==> src/rtl/decode_stage.sv <==
// rtl/decode_stage.sv - registered decode stage with one-entry skid buffer, opdecoder and imm_gen
package decode_pkg;
    localparam int C_LUI       = 0;
    localparam int C_AUIPC     = 1;
    localparam int C_JAL       = 2;
    localparam int C_JALR      = 3;
    localparam int C_BRANCH    = 4;
    localparam int C_LOAD      = 5;
    localparam int C_STORE     = 6;
    localparam int C_OP_IMM    = 7;
    localparam int C_OP        = 8;
    localparam int C_OP_IMM_32 = 9;
    localparam int C_OP_32     = 10;
    localparam int C_MISC_MEM  = 11;
    localparam int C_SYSTEM    = 12;
    localparam int C_AMO       = 13;
endpackage

// One-hot opcode class; all zero for an unrecognised opcode.
module opdecoder
    import decode_pkg::*;
(
    input  logic [6:0]  opcode,
    output logic [31:0] code
);
    always_comb begin
        code = '0;
        case (opcode)
            7'h37: code[C_LUI]       = 1'b1;
            7'h17: code[C_AUIPC]     = 1'b1;
            7'h6F: code[C_JAL]       = 1'b1;
            7'h67: code[C_JALR]      = 1'b1;
            7'h63: code[C_BRANCH]    = 1'b1;
            7'h03: code[C_LOAD]      = 1'b1;
            7'h23: code[C_STORE]     = 1'b1;
            7'h13: code[C_OP_IMM]    = 1'b1;
            7'h33: code[C_OP]        = 1'b1;
            7'h1B: code[C_OP_IMM_32] = 1'b1;
            7'h3B: code[C_OP_32]     = 1'b1;
            7'h0F: code[C_MISC_MEM]  = 1'b1;
            7'h73: code[C_SYSTEM]    = 1'b1;
            7'h2F: code[C_AMO]       = 1'b1;
            default: code = '0;
        endcase
    end
endmodule

module imm_gen
    import decode_pkg::*;
(
    input  logic [31:0] insn,
    input  logic [31:0] code,
    output logic [63:0] imm
);
    logic unused_bits;
    assign unused_bits = ^{code[31:14], code[C_OP], code[C_OP_32], code[C_AMO], insn[6:0]};

    always_comb begin
        imm = '0;
        if (code[C_LUI] || code[C_AUIPC]) begin
            imm = {{32{insn[31]}}, insn[31:12], 12'b0};
        end else if (code[C_JAL]) begin
            imm = {{44{insn[31]}}, insn[19:12], insn[20], insn[30:21], 1'b0};
        end else if (code[C_OP_IMM] || code[C_OP_IMM_32] || code[C_JALR] ||
                     code[C_LOAD] || code[C_SYSTEM] || code[C_MISC_MEM]) begin
            imm = {{52{insn[31]}}, insn[31:20]};
        end else if (code[C_BRANCH]) begin
            imm = {{52{insn[31]}}, insn[7], insn[30:25], insn[11:8], 1'b0};
        end else if (code[C_STORE]) begin
            imm = {{52{insn[31]}}, insn[31:25], insn[11:7]};
        end
    end
endmodule

module decode_stage #(
    parameter int PC_W = 64
) (
    input  logic            clk,
    input  logic            reset,
    input  logic            in_valid,
    output logic            in_ready,
    input  logic [31:0]     in_insn,
    input  logic [PC_W-1:0] in_pc,
    input  logic            flush,
    output logic            out_valid,
    input  logic            out_ready,
    output logic [31:0]     out_insn,
    output logic [PC_W-1:0] out_pc,
    output logic [31:0]     out_code,
    output logic [63:0]     out_imm,
    output logic            out_illegal
);
    typedef enum logic [1:0] {EMPTY, FULL, SKID} state_t;

    state_t          state, state_next;
    logic [31:0]     skid_insn;
    logic [PC_W-1:0] skid_pc;
    logic [31:0]     src_insn;
    logic [PC_W-1:0] src_pc;
    logic [31:0]     dec_code;
    logic [63:0]     dec_imm;
    logic            in_xfer, out_xfer;
    logic            load_out, load_skid;

    assign out_valid = (state != EMPTY);
    assign in_ready  = (state != SKID);
    assign in_xfer   = in_valid && in_ready;
    assign out_xfer  = out_valid && out_ready;

    // The skid word always decodes ahead of anything fetch is presenting.
    assign src_insn = (state == SKID) ? skid_insn : in_insn;
    assign src_pc   = (state == SKID) ? skid_pc   : in_pc;

    opdecoder u_opdecoder (
        .opcode (src_insn[6:0]),
        .code   (dec_code)
    );

    imm_gen u_imm_gen (
        .insn (src_insn),
        .code (dec_code),
        .imm  (dec_imm)
    );

    always_comb begin
        state_next = state;
        load_out   = 1'b0;
        load_skid  = 1'b0;
        case (state)
            EMPTY: begin
                if (in_xfer) begin
                    load_out   = 1'b1;
                    state_next = FULL;
                end
            end
            FULL: begin
                if (in_xfer && out_xfer) begin
                    load_out = 1'b1;
                end else if (in_xfer) begin
                    load_skid  = 1'b1;
                    state_next = SKID;
                end else if (out_xfer) begin
                    state_next = EMPTY;
                end
            end
            SKID: begin
                if (out_xfer) begin
                    load_out   = 1'b1;
                    state_next = FULL;
                end
            end
            default: state_next = EMPTY;
        endcase
        // A redirect discards both held words and any word arriving this cycle.
        if (flush) begin
            state_next = EMPTY;
            load_out   = 1'b0;
            load_skid  = 1'b0;
        end
    end

    always_ff @(posedge clk or posedge reset) begin
        if (reset) begin
            state <= EMPTY;
        end else begin
            state <= state_next;
        end
    end

    always_ff @(posedge clk or posedge reset) begin
        if (reset) begin
            skid_insn <= '0;
            skid_pc   <= '0;
        end else if (load_skid) begin
            skid_insn <= in_insn;
            skid_pc   <= in_pc;
        end
    end

    always_ff @(posedge clk or posedge reset) begin
        if (reset) begin
            out_insn    <= '0;
            out_pc      <= '0;
            out_code    <= '0;
            out_imm     <= '0;
            out_illegal <= 1'b0;
        end else if (load_out) begin
            out_insn    <= src_insn;
            out_pc      <= src_pc;
            out_code    <= dec_code;
            out_imm     <= dec_imm;
            out_illegal <= (dec_code == '0);
        end
    end
endmodule

==> config.mk <==
export PLATFORM = sky130hd
export DESIGN_NAME = decode_stage
export DESIGN_NICKNAME = d
export VERILOG_FILES = /design/src/rtl/decode_stage.sv
export SDC_FILE = /design/constraint.sdc
export NUM_CORES = 1
export LEC_CHECK = 0
export ABC_AREA = 1
export CAP_MARGIN = 5
export CORE_UTILIZATION = 35
export DETAILED_ROUTE_END_ITERATION = 8
export GPL_TIMING_DRIVEN = 0
export PLACE_DENSITY_LB_ADDON = 0.3
export SETUP_SLACK_MARGIN = 0.02
export SLEW_MARGIN = 20
export SYNTH_ARGS = -nofsm -noshare
export SYNTH_HDL_FRONTEND = slang
export SYNTH_SLANG_ARGS = --single-unit
==> constraint.sdc <==
create_clock -name clk -period 18.2 [get_ports clk]
set_input_delay 1.82 -clock clk [delete_from_list [all_inputs] [get_ports clk]]
set_output_delay 1.82 -clock clk [all_outputs]
set_load 0.02 [all_outputs]
==> Word level (Yosys, flattened, before mapping) <==
Index checks and enable logic that the tools add are counted.
{ "totals": {"regBits": 273, "in_bits": 101, "ram_bits": 0, "out_inout_bits": 195, "mem_count": 0, "latchBits": 0, "romBits": 0} }
{ "op_classes": {"reduce_logical": 13, "muxes": 36, "n_shift": 0, "n_bitwise": 0, "mul": 0, "n_eq_ne": 21, "n_lt_le_gt_ge": 0, "div": 0, "addsub": 0} }
{ "op_table": {"columns": ["cell", "count"], "rows": [
  ["64-bit two-way mux", 6],
  ["7-bit by 6-bit == test with 1-bit output, second input constant", 5],
  ["32-bit zero test", 1],
  ["32-bit two-way mux", 1],
  ["7-bit == test, second input constant", 4],
  ["7-bit by 5-bit == test with 1-bit output, second input constant", 3],
  ["1-bit two-way mux", 21],
  ["2-bit two-way mux", 6],
  ["3-bit != test, second input constant", 3],
  ["7-bit by 2-bit == test with 1-bit output, second input constant", 1],
  ["7-bit by 4-bit == test with 1-bit output, second input constant", 1],
  ["1-bit logical OR", 6],
  ["2-bit case mux with 3 select lines", 1],
  ["4-bit != test, second input constant", 1],
  ["4-bit AND reduction", 1],
  ["1-bit logical AND", 3],
  ["1-bit case mux with 3 select lines", 1],
  ["2-bit by 1-bit == test with 1-bit output, second input constant", 1],
  ["2-bit == test, second input constant", 1],
  ["2-bit zero test", 1],
  ["2-bit != test, second input constant", 1],
  ["2-bit nonzero test", 1]
]} }

==> Longest topological paths before layout <==
Gate-level depths: netlist of run 1.
{ "depth": {"depth_word": 12, "ltp_mapped": 15} }

==> By module <==
Synthesis of run 1 repeated with hierarchy kept, for this count alone.
{ "unflattened": {"hier_cells": 1614, "hier_area_um2": 13125.1} }
{ "by_module_without_submodules": {"columns": ["module", "seq_area_each_um2", "cells_per_inst", "n_inst", "area_each_um2"], "rows": [
  ["decode_stage", 7282.0, 1430, 1, 12074.1],
  ["imm_gen", 0.0, 129, 1, 767.0],
  ["opdecoder", 0.0, 55, 1, 284.0]
]} }

==> Least setup slack after synthesis of run 1 <==
No wires, ideal clock.
{ "synth_path": {"path_kind": "reg2out", "startpoint": "reg state[0]", "endpoint": "out in_ready", "path_buffers": 4, "path_stages_with_launch": 7, "t_arrival_ps": 1278, "slack_ps": 15102, "path_cell_list": "dfrtp_1 inv_2 nand2_4 buf_6 buf_2 buf_2 buf_2"} }
{ "synth_between": {"elab_chain_cells": 1} }
{ "synth_rtl": {"columns": ["item", "line_no", "rtl"], "rows": [
  ["start: declaration", "95", "state_t state, state_next;"],
  ["start signal: assignment", "166", "state <= state_next;"],
  ["2-bit != test", "106", "assign in_ready = (state != SKID);"],
  ["end: declaration", "81", "output logic in_ready,"]
]} }
No other way between the ends.

==> Worst setup path in the final report of run 1 <==
Same ends and word-level chain as after synthesis.

==> out/metrics.yaml, run 1 <==
run_status: "finished clean"
post_synth_mux_area_share: 0.00205
critical_path.max_fanout: 10
yosysUniqueCellTypes: 34
netlist.top_cell.by_area: "dfrtp_1"
critPathMaxStageDelay_ns: 0.69
clkSlewWorstSetupHoldPaths_ns: 0.06
grt-ovfl-total: 0
final_max_slew_viol_count: 0
detail_route.wl_per_cell_um: 16.2
tritoncts: "yes"
route.detailed.drc: 0
initial_core_util: 0.357
globalplace.congestion: 0.862
leading_cell_type_in_the_layout_fill_and_taps_excluded: "nand2_1"
post-route-cell-area_um2: 15300
final_cell_mix: "nand2_1 (417), clkdlybuf4s50_1 (277), o21ai_0 (263), dfrtp_1 (241), inv_1 (112)"
vdd_ir_drop_max_mv: 0.0686
area_growth_syn_to_layout_pct: 39.8
ant_nets: 0
num_ports: 296
crit_chain: "inv_2, nand2_4, buf_6, buf_2, buf_2, buf_2, clkdlybuf4s50_1"
clock-sinks: 241
reg2reg_to: "out_imm[18]$_DFFE_PP0P_"
finalSetupViolCount: 0
routed-via-count: 9753
fp.dieArea_um2: 32000
grt_antenna_before_repair: 1
cp-startpoint: "state[0]$_DFFE_PP0P_"
total_negative_setup_slack_ns: 0
min_setup_slack_post_route_ns: 13.39
cp.depth: 7
post_synth_fa_ha_maj_area_fraction: 0
synth_seq_area_share: 0.550
antennaDiodeCount: 0
crit_path_frequent_cell: "buf_2"
hold-worst-slack_ns: 0.474
fillerInstances: 2931
synthSimpleGateAreaFrac: 0.197
timing.max_slew.rel_slack: 0.390
cts_root_buffer: "clkbuf_16"
ys_seq_elements: 241
clock.fmax_mhz: 208
portBuffers: 277
tritoncts.num_buffers: 27
max-clock-path-buffers: 3
via_per_inst: 4.76
min_path_type: "register to register"
power.density_nw_per_um2: 128
leakage_nw: 7.60
ys_warn_count: 0
rows: 64
fp.dieH_um: 179
synthTopCellsByArea: "dfrtp_1 (55%), nand2_1 (14%), o21ai_0 (12%)"
rr_startpoint: "state[1]$_DFFE_PP0P_"
postPlaceCellArea_um2: 14400
holdBufCountCts: 0
rsz0062_at_grt: "no"
grt_pass1_vias: 9579
synthXorXnorAreaFrac: 0
share_of_the_synthesized_area_in_compound_gates_ao_oa_aoi_oai: 0.146
drt-pass1-iter-count: 5
htreeDepth: 1
worstRegToRegCells: 10
drive_gt1_frac: 0.107
post_placement_setup_slack_ns: 13.90
post_cts_resize_count: 0
grt_max_degree: 104
main_combinational_cell_family_by_area_after_synthesis: "simple AND/OR/NAND/NOR gates"
timing.critical_path.slowest_stage_cell: "clkdlybuf4s50_1"
finClkSkew_ns: 0.0116
post-route-period-util: 0.264
core_um2: 30700
regToRegSetupSlack_ns: 15.52
detail_route.wirelength_mm: 33.1
cap_viol_max_count: 0
final_net_count: 1737
hold_viol_final: 0
postCtsSetupBuffers: 0
crit_buf_inv: 6
global_route_wire_length_before_repair_mm: 52.2
post-place-cells: 2003
syn_inst: 1311
termination_of_the_worst_setup_path: "in_ready"
die_w_um: 179
postSynthAreaPerCell_um2: 8.36
timing.critical_path.arrival_ns: 2.99
yosys.area.top_type_share: 0.550
drt-initial-drc-count: 720
critPathTopFamily: "buffers and inverters"
required_time_at_the_endpoint_of_the_critical_path_ns: 16.38
clk-insertion-delay-late_ns: 0.53
critical_path_class: "register to output pin"
dp.final_hpwl_mm: 24.3
worst-slew-pin-transition_ns: 0.905
synthesis.area_um2: 11000
stdcell_count: 2051
gr-usage-all-layers: 0.210
sort_of_element_at_the_end_of_the_critical_path: "output pin"
startpoint_type: "register"
final_period_minus_worst_setup_slack_ns: 4.81
==> area by class of cell <==
class,count,area (um2),area share
Tap cell,396,495,0.0323
Clock buffer,38,787,0.0513
Buffer,124,704,0.0460
Clock inverter,10,181,0.0118
Timing Repair Buffer,279,2830,0.184
Sequential cell,241,6030,0.393
Inverter,117,447,0.0291
Multi-Input combinational cell,846,3850,0.251
==> where the power goes <==
part	switching, W	total, W	internal [W]
Clock	0.000221	0.000592	0.000371
Sequential	0.0000941	0.000799	0.000705
Combinational	0.000314	0.000569	0.000255
==> worst min path at each step <==
stage / cells after the start / from / slack, ns / to
2_1_floorplan: 2 / skid_insn[20]$_DFFE_PP0P_ / 0.45 / skid_insn[20]$_DFFE_PP0P_
3_3_place_gp: 2 / out_insn[14]$_DFFE_PP0P_ / 0.46 / out_insn[14]$_DFFE_PP0P_
3_5_place_dp: 2 / out_imm[13]$_DFFE_PP0P_ / 0.47 / out_imm[13]$_DFFE_PP0P_
4_1_cts: 2 / out_insn[19]$_DFFE_PP0P_ / 0.48 / out_insn[19]$_DFFE_PP0P_
5_1_grt: 2 / skid_pc[61]$_DFFE_PP0P_ / 0.49 / skid_pc[61]$_DFFE_PP0P_
6_report: 2 / out_insn[19]$_DFFE_PP0P_ / 0.47 / out_insn[19]$_DFFE_PP0P_
==> worst register-to-register path: stages, from the launching register on <==
cell and delay [ns]:
dfrtp_1 0.41, buf_4 0.20, nor2_1 0.08, nor2_1 0.10, nor2_1 0.13, inv_1 0.09, buf_2 0.30, buf_2 0.37
buf_1 0.60, nand2_1 0.17, o21ai_1 0.14
==> sequential cells by signal, summed over array words and instances, names as in the netlist <==
register	cells
out_pc	64
skid_pc	64
out_imm	32
out_insn	32
skid_insn	32
out_code	14
state	2
out_illegal	1
==> layer usage <==
| layer | vias to the layer above | routed length [um] | GRT usage | share of wire |
|---|---|---|---|---|
| li1 | 4746 | - | - | - |
| met3 | 54 | 2890 | 0.0551 | 0.087 |
| met5 | - | 14 | 0 | 0.00042 |
| met2 | 364 | 15300 | 0.344 | 0.46 |
| met4 | 2 | 776 | 0.0625 | 0.023 |
| met1 | 4587 | 14200 | 0.271 | 0.43 |
==> stage by stage <==
stage                util  total power [W]
floorplan               -          0.00110
global placement    0.466          0.00136
detailed placement  0.468          0.00138
CTS                 0.500          0.00198
global route        0.500          0.00207
finish              0.500          0.00196
==> cell families (layout without fill, tap and decap cells) <==
logic type	after synthesis	after routing
AND/OR/NAND/NOR	518	518
AO/OA/AOI/OAI	308	308
flip-flops	241	241
buffers and inverters	241	568
multiplexers	2	2
other	1	18
==> cells in the mapped netlist <==
library cell and count:
a21oi_1 20, a21oi_2 6, buf_1 8, buf_2 26, buf_4 51, buf_6 2
clkbuf_1 37, conb_1 1, dfrtp_1 241, inv_1 113, inv_2 4, mux2_2 2
nand2_1 417, nand2_2 12, nand2_4 4, nand3_1 27, nand3_2 2, nand3_4 2
nand3b_1 2, nand4_1 1, nor2_1 30, nor2_2 4, nor2_4 3, nor2_8 1
nor3_1 7, nor4_1 1, o211ai_1 2, o21a_1 2, o21ai_0 263, o21ai_1 7
o21ai_2 6, o31ai_1 1, o41ai_1 1, or2_2 5
No activity file was read; power rests on OpenSTA's default activity.
==> inputs of run 2 (changes only) <==
==> constraint.sdc (replaced) <==
create_clock -name clk -period 4.9 [get_ports clk]
set_input_delay 0.49 -clock clk [delete_from_list [all_inputs] [get_ports clk]]
set_output_delay 0.49 -clock clk [all_outputs]
set_load 0.02 [all_outputs]
==> out/metrics.yaml, run 2 (same netlist as run 1, synthesis figures left out) <==
globalplace.congestion: 0.900  # +4.4%
clk-insertion-delay-late_ns: 0.55  # +0.02 ns
global_route_wire_length_before_repair_mm: 53.0  # +1.7%
area_growth_syn_to_layout_pct: 41.1
crit_path_frequent_cell: "buf_2"
crit_chain: "inv_2, nand2_4, buf_6, buf_2, buf_2, buf_2, clkdlybuf4s50_1"
detail_route.wl_per_cell_um: 16.3  # +1.1%
cap_viol_max_count: 0  # unchanged
final_net_count: 1743  # +0.35%
clock.fmax_mhz: 286
post-route-period-util: 0.715
grt_antenna_before_repair: 1  # unchanged
drt-initial-drc-count: 660  # -8.3%
critPathMaxStageDelay_ns: 0.68  # about the same
initial_core_util: 0.357  # unchanged
num_ports: 296  # unchanged
leading_cell_type_in_the_layout_fill_and_taps_excluded: "nand2_1"
cts_root_buffer: "clkbuf_16"
dp.final_hpwl_mm: 25.1  # +3.3%
clock-sinks: 241  # unchanged
tritoncts: "yes"
max-clock-path-buffers: 3  # unchanged
ant_nets: 0  # unchanged
reg.largest.list: "out_pc (64), skid_pc (64)"
leakage_nw: 7.66  # +0.89%
post-route-cell-area_um2: 15500  # +0.96%
min_path_type: "primary input to asynchronous set/reset pin"
htreeDepth: 1  # unchanged
power.clock.fraction: 0.308  # +0.006
vdd_ir_drop_max_mv: 0.310  # +350%
drt-pass1-iter-count: 5  # unchanged
postPlaceCellArea_um2: 14500  # +0.76%
clkSlewWorstSetupHoldPaths_ns: 0.06  # about the same
utilization_of_the_core_after_routing: 0.505  # +0.00477
final_period_minus_worst_setup_slack_ns: 3.50
switching_share: 0.322  # +0.000729
min_setup_slack_post_route_ns: 1.40  # -11.99 ns
total_power_w: 0.00737  # +280%
timing.critical_path.slowest_stage_cell: "clkdlybuf4s50_1"
critical_path.max_fanout: 10  # unchanged
timing.max_slew.rel_slack: 0.241  # -0.149
antennaDiodeCount: 0  # unchanged
hold_viol_final: 0  # unchanged
worst-slew-pin-transition_ns: 1.13  # +0.222 ns
routed-via-count: 9801  # +0.49%
sort_of_element_at_the_end_of_the_critical_path: "output pin"
sequential_power_share: 0.404  # -0.004
die_w_um: 179  # unchanged
timing.critical_path.arrival_ns: 3.01  # +0.02 ns
post_cts_resize_count: 0  # unchanged
fp.dieH_um: 179  # unchanged
final_max_slew_viol_count: 0  # unchanged
fillerInstances: 2905  # -0.89%
finalSetupViolCount: 0  # unchanged
tritoncts.num_buffers: 27  # unchanged
fp.dieArea_um2: 32000  # unchanged
grt-ovfl-total: 0  # unchanged
post_placement_setup_slack_ns: 1.95  # -11.95 ns
required_time_at_the_endpoint_of_the_critical_path_ns: 4.41  # -11.97 ns
portBuffers: 277  # unchanged
startpoint_type: "register"
rows: 64  # unchanged
p_int_w: 0.00500  # +280%
via_per_inst: 4.76  # +0.15%
finClkSkew_ns: 0.0290  # +0.0174 ns
grt_pass1_vias: 9659  # +0.84%
route.detailed.drc: 0  # unchanged
postCtsSetupBuffers: 0  # unchanged
detail_route.wirelength_mm: 33.6  # +1.5%
critical_path_class: "register to output pin"
gr-usage-all-layers: 0.214  # +0.00395
rsz0062_at_grt: "no"
power.switching_w: 0.00237  # +280%
power_share_of_the_combinational_group: 0.288  # -0.002
final_cell_mix: "nand2_1 (417), clkdlybuf4s50_1 (277), o21ai_0 (263), dfrtp_1 (241), inv_1 (112)"
power.density_nw_per_um2: 476  # +270%
run_status: "finished clean"
core_um2: 30700  # unchanged
drive_gt1_frac: 0.111  # +0.00376
holdBufCountCts: 0  # unchanged
grt_max_degree: 35  # -66%
-- run 2: cell count changes in the layout (fill, tap and decap cells not counted) --
cell,before,now
clkinv_4,0,2
buf_16,2,1
inv_8,1,0
inv_6,1,0
buf_12,0,7
clkbuf_8,7,6
inv_16,0,1
bufinv_16,5,6
-- run 2: metal layers --
layer  wire length [um]  part of all wire  vias up  GRT usage
li1                   -                 -     4759          -
met5                 13           0.00039        -          0
met2              15600              0.46      348      0.350
met4                721             0.021        2     0.0494
met1              14500              0.43     4646      0.279
met3               2880             0.086       46     0.0615
-- run 2: worst paths after layout --
check | startpoint | endpoint | slack (ns) | depth (start not counted)
hold reg to reg | out_insn[16]$_DFFE_PP0P_ | out_insn[16]$_DFFE_PP0P_ | 0.47 | 2
hold / removal | reset | out_insn[12]$_DFFE_PP0P_ | 0.32 | 2
min in group clk | out_insn[16]$_DFFE_PP0P_ | out_insn[16]$_DFFE_PP0P_ | 0.47 | 2
setup reg to reg | state[1]$_DFFE_PP0P_ | out_imm[9]$_DFFE_PP0P_ | 2.26 | 10
setup / recovery | state[0]$_DFFE_PP0P_ | in_ready | 1.40 | 7
max in group asynchronous | reset | skid_insn[22]$_DFFE_PP0P_ | 3.64 | 5
-- run 2: final cells by class --
| cell class | instances | area (um2) | area share |
|---|---|---|---|
| buffer | 124 | 704 | 0.0455 |
| timing repair buffer | 285 | 2940 | 0.190 |
| sequential | 241 | 6030 | 0.390 |
| clock buffer | 37 | 773 | 0.0500 |
| tap | 396 | 495 | 0.0320 |
| clock inverter | 12 | 233 | 0.0150 |
| inverter | 117 | 443 | 0.0286 |
| multi-input combinational | 846 | 3850 | 0.249 |
-- run 2: critical path, delay by kind of cell (launching register included) --
kind	cells	cell delay, ns
and+or+nand+nor	1	0.12
buffers and inverters	6	1.87
DFF	1	0.47
-- run 2: power by group through the flow --
stage,sequential (W),combinational [W],clock (W)
after floorplan,0.00325,0.000833,0
after global placement,0.00298,0.00209,0
after global routing,0.00305,0.00236,0.00240
final,0.00298,0.00213,0.00227
after CTS,0.00297,0.00215,0.00231
after detailed placement,0.00299,0.00215,0
-- run 2: through the flow --
| step | std cells | hold slack (ns) | TNS, ns |
|---|---|---|---|
| 2_1_floorplan | 1328 | 0.448 | 0 |
| 6_report | 2058 | 0.321 | 0 |
| 4_1_cts | 2058 | 0.308 | 0 |
| 5_1_grt | 2058 | 0.323 | 0 |
| 3_3_place_gp | 2001 | 0.457 | -159.93 |
| 3_5_place_dp | 2009 | 0.462 | 0 |
